--- src/rtl/vid_rgb2ycbcr.sv ---
// RGB 4:4:4 to BT.601 limited-range YCbCr 4:2:2 converter.
// Pixels are paired P0/P1; each pair yields one Cb/Y0/Cr/Y1 word three cycles after P1.

module vid_rgb2ycbcr_luma (
  input  logic       clk,
  input  logic       rst,
  input  logic       mul_en_i,
  input  logic       sum_en_i,
  input  logic       out_en_i,
  input  logic [7:0] r_i,
  input  logic [7:0] g_i,
  input  logic [7:0] b_i,
  output logic [7:0] y_o
);
  logic [15:0] mr_q, mg_q, mb_q;
  logic [15:0] mr_d, mg_d, mb_d;
  logic [16:0] sum_q, sum_d;
  logic [16:0] yv;
  logic [7:0]  y_q, y_d;

  always_comb begin
    mr_d  = 16'(r_i) * 16'd66;
    mg_d  = 16'(g_i) * 16'd129;
    mb_d  = 16'(b_i) * 16'd25;
    sum_d = 17'(mr_q) + 17'(mg_q) + 17'(mb_q) + 17'd128;
    yv    = (sum_q >> 8) + 17'd16;
    if (yv < 17'd16)       y_d = 8'd16;
    else if (yv > 17'd235) y_d = 8'd235;
    else                   y_d = yv[7:0];
  end

  always_ff @(posedge clk or posedge rst) begin
    if (rst) begin
      mr_q  <= '0;
      mg_q  <= '0;
      mb_q  <= '0;
      sum_q <= '0;
      y_q   <= '0;
    end else begin
      if (mul_en_i) begin
        mr_q <= mr_d;
        mg_q <= mg_d;
        mb_q <= mb_d;
      end
      if (sum_en_i) sum_q <= sum_d;
      if (out_en_i) y_q   <= y_d;
    end
  end

  assign y_o = y_q;
endmodule

module vid_rgb2ycbcr (
  input  logic       clk,
  input  logic       rst,
  input  logic [7:0] in_r,
  input  logic [7:0] in_g,
  input  logic [7:0] in_b,
  input  logic       in_valid,
  input  logic       in_sol,
  output logic [7:0] out_cb,
  output logic [7:0] out_y0,
  output logic [7:0] out_cr,
  output logic [7:0] out_y1,
  output logic       out_valid,
  output logic       err_odd
);
  localparam int NUM_LANES = 2;
  localparam int STAGES    = 3;

  logic              phase_q, pend_q, err_q;
  logic [7:0]        r0_q, g0_q, b0_q;
  logic              is_p0, pair_fire;
  logic [STAGES-1:0] vld_pipe_q;

  // P1 only when the phase says so and no start-of-line overrides it.
  assign is_p0     = in_valid & (in_sol | ~phase_q);
  assign pair_fire = in_valid & ~in_sol & phase_q & pend_q;

  always_ff @(posedge clk or posedge rst) begin
    if (rst) begin
      phase_q    <= 1'b0;
      pend_q     <= 1'b0;
      err_q      <= 1'b0;
      r0_q       <= '0;
      g0_q       <= '0;
      b0_q       <= '0;
      vld_pipe_q <= '0;
    end else begin
      err_q      <= in_valid & in_sol & pend_q;
      vld_pipe_q <= {vld_pipe_q[STAGES-2:0], pair_fire};
      if (is_p0) begin
        r0_q    <= in_r;
        g0_q    <= in_g;
        b0_q    <= in_b;
        phase_q <= 1'b1;
        pend_q  <= 1'b1;
      end else if (in_valid) begin
        phase_q <= 1'b0;
        pend_q  <= 1'b0;
      end
    end
  end

  // Luma: lane 0 takes the held P0, lane 1 the live P1.
  logic [NUM_LANES-1:0][7:0] lane_r, lane_g, lane_b, lane_y;
  assign lane_r = {in_r, r0_q};
  assign lane_g = {in_g, g0_q};
  assign lane_b = {in_b, b0_q};

  for (genvar l = 0; l < NUM_LANES; l++) begin : g_lane
    vid_rgb2ycbcr_luma u_luma (
      .clk      (clk),
      .rst      (rst),
      .mul_en_i (pair_fire),
      .sum_en_i (vld_pipe_q[0]),
      .out_en_i (vld_pipe_q[1]),
      .r_i      (lane_r[l]),
      .g_i      (lane_g[l]),
      .b_i      (lane_b[l]),
      .y_o      (lane_y[l])
    );
  end

  // Chroma on 9-bit pair sums; signs are applied in the sum stage.
  logic [8:0]         rs, gs, bs;
  logic [15:0]        cbr_q, cbg_q, cbb_q, crr_q, crg_q, crb_q;
  logic [15:0]        cbr_d, cbg_d, cbb_d, crr_d, crg_d, crb_d;
  logic signed [19:0] cb_sum_q, cr_sum_q, cb_sum_d, cr_sum_d;
  logic signed [19:0] cb_v, cr_v;
  logic [7:0]         cb_q, cr_q, cb_d, cr_d;
  logic               out_valid_q;

  function automatic logic [7:0] clamp_c(input logic signed [19:0] v);
    if (v < 20'sd16)       return 8'd16;
    else if (v > 20'sd240) return 8'd240;
    else                   return v[7:0];
  endfunction

  always_comb begin
    rs    = 9'(r0_q) + 9'(in_r);
    gs    = 9'(g0_q) + 9'(in_g);
    bs    = 9'(b0_q) + 9'(in_b);
    cbr_d = 16'(rs) * 16'd38;
    cbg_d = 16'(gs) * 16'd74;
    cbb_d = 16'(bs) * 16'd112;
    crr_d = 16'(rs) * 16'd112;
    crg_d = 16'(gs) * 16'd94;
    crb_d = 16'(bs) * 16'd18;
    cb_sum_d = $signed({4'b0, cbb_q}) - $signed({4'b0, cbr_q})
             - $signed({4'b0, cbg_q}) + 20'sd256;
    cr_sum_d = $signed({4'b0, crr_q}) - $signed({4'b0, crg_q})
             - $signed({4'b0, crb_q}) + 20'sd256;
    cb_v = (cb_sum_q >>> 9) + 20'sd128;
    cr_v = (cr_sum_q >>> 9) + 20'sd128;
    cb_d = clamp_c(cb_v);
    cr_d = clamp_c(cr_v);
  end

  always_ff @(posedge clk or posedge rst) begin
    if (rst) begin
      cbr_q       <= '0;
      cbg_q       <= '0;
      cbb_q       <= '0;
      crr_q       <= '0;
      crg_q       <= '0;
      crb_q       <= '0;
      cb_sum_q    <= '0;
      cr_sum_q    <= '0;
      cb_q        <= '0;
      cr_q        <= '0;
      out_valid_q <= 1'b0;
    end else begin
      out_valid_q <= vld_pipe_q[1];
      if (pair_fire) begin
        cbr_q <= cbr_d;
        cbg_q <= cbg_d;
        cbb_q <= cbb_d;
        crr_q <= crr_d;
        crg_q <= crg_d;
        crb_q <= crb_d;
      end
      if (vld_pipe_q[0]) begin
        cb_sum_q <= cb_sum_d;
        cr_sum_q <= cr_sum_d;
      end
      if (vld_pipe_q[1]) begin
        cb_q <= cb_d;
        cr_q <= cr_d;
      end
    end
  end

  assign out_cb    = cb_q;
  assign out_cr    = cr_q;
  assign out_y0    = lane_y[0];
  assign out_y1    = lane_y[1];
  assign out_valid = out_valid_q;
  assign err_odd   = err_q;
endmodule

--- config.mk ---
export PLATFORM = sky130hd
export DESIGN_NAME = vid_rgb2ycbcr
export DESIGN_NICKNAME = d
export VERILOG_FILES = /design/src/rtl/vid_rgb2ycbcr.sv
export SDC_FILE = /design/constraint.sdc
export NUM_CORES = 1
export LEC_CHECK = 0
export CORE_UTILIZATION = 40
export DETAILED_ROUTE_END_ITERATION = 6
export GPL_ROUTABILITY_DRIVEN = 0
export PLACE_DENSITY = 0.64
export RECOVER_POWER = 25
export SKIP_LAST_GASP = 1
export SLEW_MARGIN = 20
export SYNTH_ARGS = -nofsm -noshare
export SYNTH_HDL_FRONTEND = slang
export SYNTH_SLANG_ARGS = --single-unit
--- constraint.sdc ---
create_clock -name clk -period 24.9 [get_ports clk]
set_input_delay 3.735 -clock clk [delete_from_list [all_inputs] [get_ports clk]]
set_output_delay 3.735 -clock clk [all_outputs]
set_load 0.02 [all_outputs]
==> impl_results.md <==
- Status: finished, violations left
- Failing checks: DRC, capacitance limit, slew limit
- CP required: 25.37 ns
- Mapped cell area: 21410 sq um
- Hold buffer count at cts: 0
- Class of the worst hold path: flop to flop
- Async SR Flop Fraction: 100.0%
- Clock Sinks: 262
- Die Height: 233.4 microns
- Port Buf Inserts: 61
- Yosys reg bits: 262
- Total vias in the final route: 15929
- Starting Density: 40.58%
- Synth Instances: 2269
- Syn Nets: 2742
- Synth cell types: 84
- Clk_lat worst skew: 0.59 ns
- Post-DP HPWL: 39280 microns
- Final setup viols: 0
- Max Root-Sink Buffers: 3
- Iter 0 DRT Violations: 825
- GR Overflow Total: 0
- CP max FO: 8
- Seq/Total Area, Yosys: 30.62%
- Placed cells: 2963
- Max H-tree Level: 1
- Final Non-Filler Cells: 3020
- Minimum clock period: 8.697 ns
- Die width: 233.4 microns
- Die Area: 54450 sq um
- Largest net degree at the start of global routing: 138
- Syn Area/Cell: 9.436 sq um
- Fmax: 0.1150 GHz
- DRC: 26
- Fill cells: 5006
- Worst-Margin Slew: 5.927 ns
- Layout Area Growth over Synthesis: 10.99%
- Post-Route WL: 49900 microns
- Unrepaired setup endpoints after global routing: no
- Hold WS: 0.4779 ns
- Worst path arrival time: 9.17 ns
- Core Rows: 84
- Max-Cap Viols: 3
- Core box area: 52760 sq um
- Clk slew on worst S/H paths: 0.06 ns
- Postcts setup bufs: 0
- Final Cycle Share: 34.93%
- Crit. End Element: flop
- CTS root buffer: clkbuf_16
- First-pass GRT wire length: 82160 microns
- Final hold viol count: 0
- Post-synth EDFFs: 0
- Vias in the first global route: 16021
- Drt first pass iters: 7
- Fin util: 45.04%
- # nets final: 2781
- Final TNS setup: 0 ns
- Post-DRT Antenna Nets: 0
- Routed wire per std cell: 16.52 microns
- Rel. slew slack: -297.3%
- # resized after CTS: 0
- Worst Skew: 0.01882 ns
- Yosys Warn Count: 0
- CP Class: input port to flop
- Max-slew violations: 219
- Via density per instance: 5.275
- Fraction of layout cells with a size suffix above 1: 4.891%
- Gr usage total: 18.88%
- Synth Flop Type: dfrtp_1
- CTS tree: built
- Initial antenna violation count: 1
- # IOs: 62
- Type of element launching the critical path: input port
- CTS Buf Count: 31
-- cell type report --
type | count | area, sq um | area share [%]
antenna | 1 | 2.502 | 0.01053
clock buffer | 41 | 883.3 | 3.717
clock inverter | 15 | 216.5 | 0.9109
inverter | 246 | 925.9 | 3.896
multi-input combinational | 1698 | 13650 | 57.45
sequential | 262 | 6556 | 27.59
tap | 688 | 860.8 | 3.622
timing repair buffer | 69 | 666.9 | 2.806
-- synth_stat cells, drive strengths merged (8+ instances only) --
| master | n | area share, % |
|---|---|---|
| xnor2 | 80 | 3.3 |
| a31oi | 23 | 0.67 |
| a21o | 39 | 1.4 |
| o21a | 27 | 0.95 |
| o21bai | 18 | 0.63 |
| inv | 246 | 4.3 |
| nand3b | 10 | 0.35 |
| fa | 79 | 7.4 |
| nand3 | 35 | 0.86 |
| dfrtp | 262 | 31 |
| o2bb2ai | 9 | 0.37 |
| nor2 | 85 | 1.5 |
| o31ai | 21 | 0.76 |
| or3 | 12 | 0.35 |
| a211oi | 11 | 0.39 |
| nor2b | 16 | 0.47 |
| buf | 12 | 0.26 |
| nand2 | 320 | 5.6 |
| xor2 | 55 | 2.2 |
| ha | 366 | 21 |
| o21ai | 169 | 4.0 |
| a22o | 12 | 0.49 |
| a21oi | 91 | 2.1 |
| nor3b | 15 | 0.55 |
| a21boi | 8 | 0.28 |
| clkbuf | 51 | 0.89 |
| mux2 | 32 | 1.7 |
| nor3 | 37 | 0.86 |
| nand2b | 11 | 0.32 |
-- metal layers --
layer | track usage, % | vias to the layer above | wire, microns
li1 | - | 7913 | -
met1 | 26.84 | 7681 | 24790
met2 | 30.04 | 258 | 22040
met3 | 2.209 | 77 | 1724
met4 | 5.351 | 0 | 1344
met5 | 0 | - | 0
-- cells by family (layout without fill, tap and decap cells) --
group           Yosys count  in the layout  synth area share [%]
compound gates          488            488                 14.87
simple gates            590            590                 12.59
fa+ha+maj               446            446                 28.82
xor+xnor                136            136                 5.663
buf+inv                 309            371                 5.464
mux                      38             38                 1.964
flops                   262            262                 30.62
other cells               0              1                     0
-- registers in the layout, summed over array words and instances, names as in the netlist, 2 cells and up --
register	flops
g_lane.u_luma.mg_q	32
g_lane.u_luma.mr_q	28
g_lane.u_luma.mb_q	26
g_lane.u_luma.sum_q	18
g_lane.u_luma.y_o	16
crg_q	15
cbg_q	14
crb_q	13
cbr_q	12
crr_q	12
cbb_q	11
cb_sum_q	10
cr_sum_q	10
b0_q	8
g0_q	8
out_cb	8
out_cr	8
r0_q	8
vld_pipe_q	2
-- cells in the final DEF, fill, tap and decap left out, types with 15 or more instances in the layout --
| cell | synthesis | layout |
|---|---|---|
| o21ai_0 | 151 | 155 |
| o21bai_1 | 18 | 18 |
| xnor2_1 | 79 | 79 |
| nor3b_1 | 14 | 15 |
| a21o_1 | 39 | 39 |
| fa_1 | 79 | 79 |
| nor2b_1 | 16 | 16 |
| a21oi_1 | 90 | 90 |
| clkbuf_16 | 0 | 31 |
| a31oi_1 | 23 | 23 |
| clkdlybuf4s50_1 | 0 | 59 |
| o31ai_1 | 20 | 20 |
| inv_1 | 245 | 243 |
| o21a_1 | 27 | 27 |
| nand2_1 | 320 | 320 |
| nor2_1 | 85 | 85 |
| dfrtp_1 | 262 | 262 |
| nor3_1 | 37 | 37 |
| ha_1 | 366 | 366 |
| nand3_1 | 33 | 33 |
| xor2_1 | 55 | 55 |
| mux2_2 | 31 | 31 |
-- through the flow --
step / worst slack [ns] / area, sq um
floorplan: 13.95 / 21410
global placement: 15.76 / 22710
detailed placement: 15.66 / 22710
CTS: 16.27 / 23810
global route: 15.68 / 23760
finish: 16.20 / 23760
-- final timing paths --
check                                                    startpoint  cells past startpoint                                  end  slack [ns]
worst max-delay path                                        in_g[0]                     20                crg_q[12]$_DFFE_PP0P_       16.20
worst max register to register                  g0_q[0]$_DFFE_PP0P_                     19                crg_q[12]$_DFFE_PP0P_       19.30
max in group asynchronous                                       rst                      2                  b0_q[6]$_DFFE_PP0P_       16.78
worst min register to register  g_lane[1].u_luma.y_o[4]$_DFFE_PP0P_                      1  g_lane[1].u_luma.y_o[4]$_DFFE_PP0P_        0.48
worst min-delay path            g_lane[1].u_luma.y_o[4]$_DFFE_PP0P_                      1  g_lane[1].u_luma.y_o[4]$_DFFE_PP0P_        0.48
min in group asynchronous                                       rst                      2                out_cb[5]$_DFFE_PP0P_        5.43
-- critical path, stage by stage --
cell             delay [ns]
clkdlybuf4s50_1        0.55
ha_1                   0.23
fa_1                   0.24
a21oi_1                0.10
o21ai_0                0.15
a21oi_1                0.15
a21oi_1                0.64
inv_1                  0.22
fa_1                   0.57
inv_1                  0.05
fa_1                   0.49
inv_1                  0.06
fa_1                   0.52
inv_1                  0.04
ha_1                   0.32
or2_2                  0.32
o311a_1                0.16
o21a_1                 0.21
o21a_1                 0.19
o31ai_1                0.21
Power is left out: the tool's default activity adds up to more than one toggle a clock period on the data nets, which glitch-free logic cannot reach.
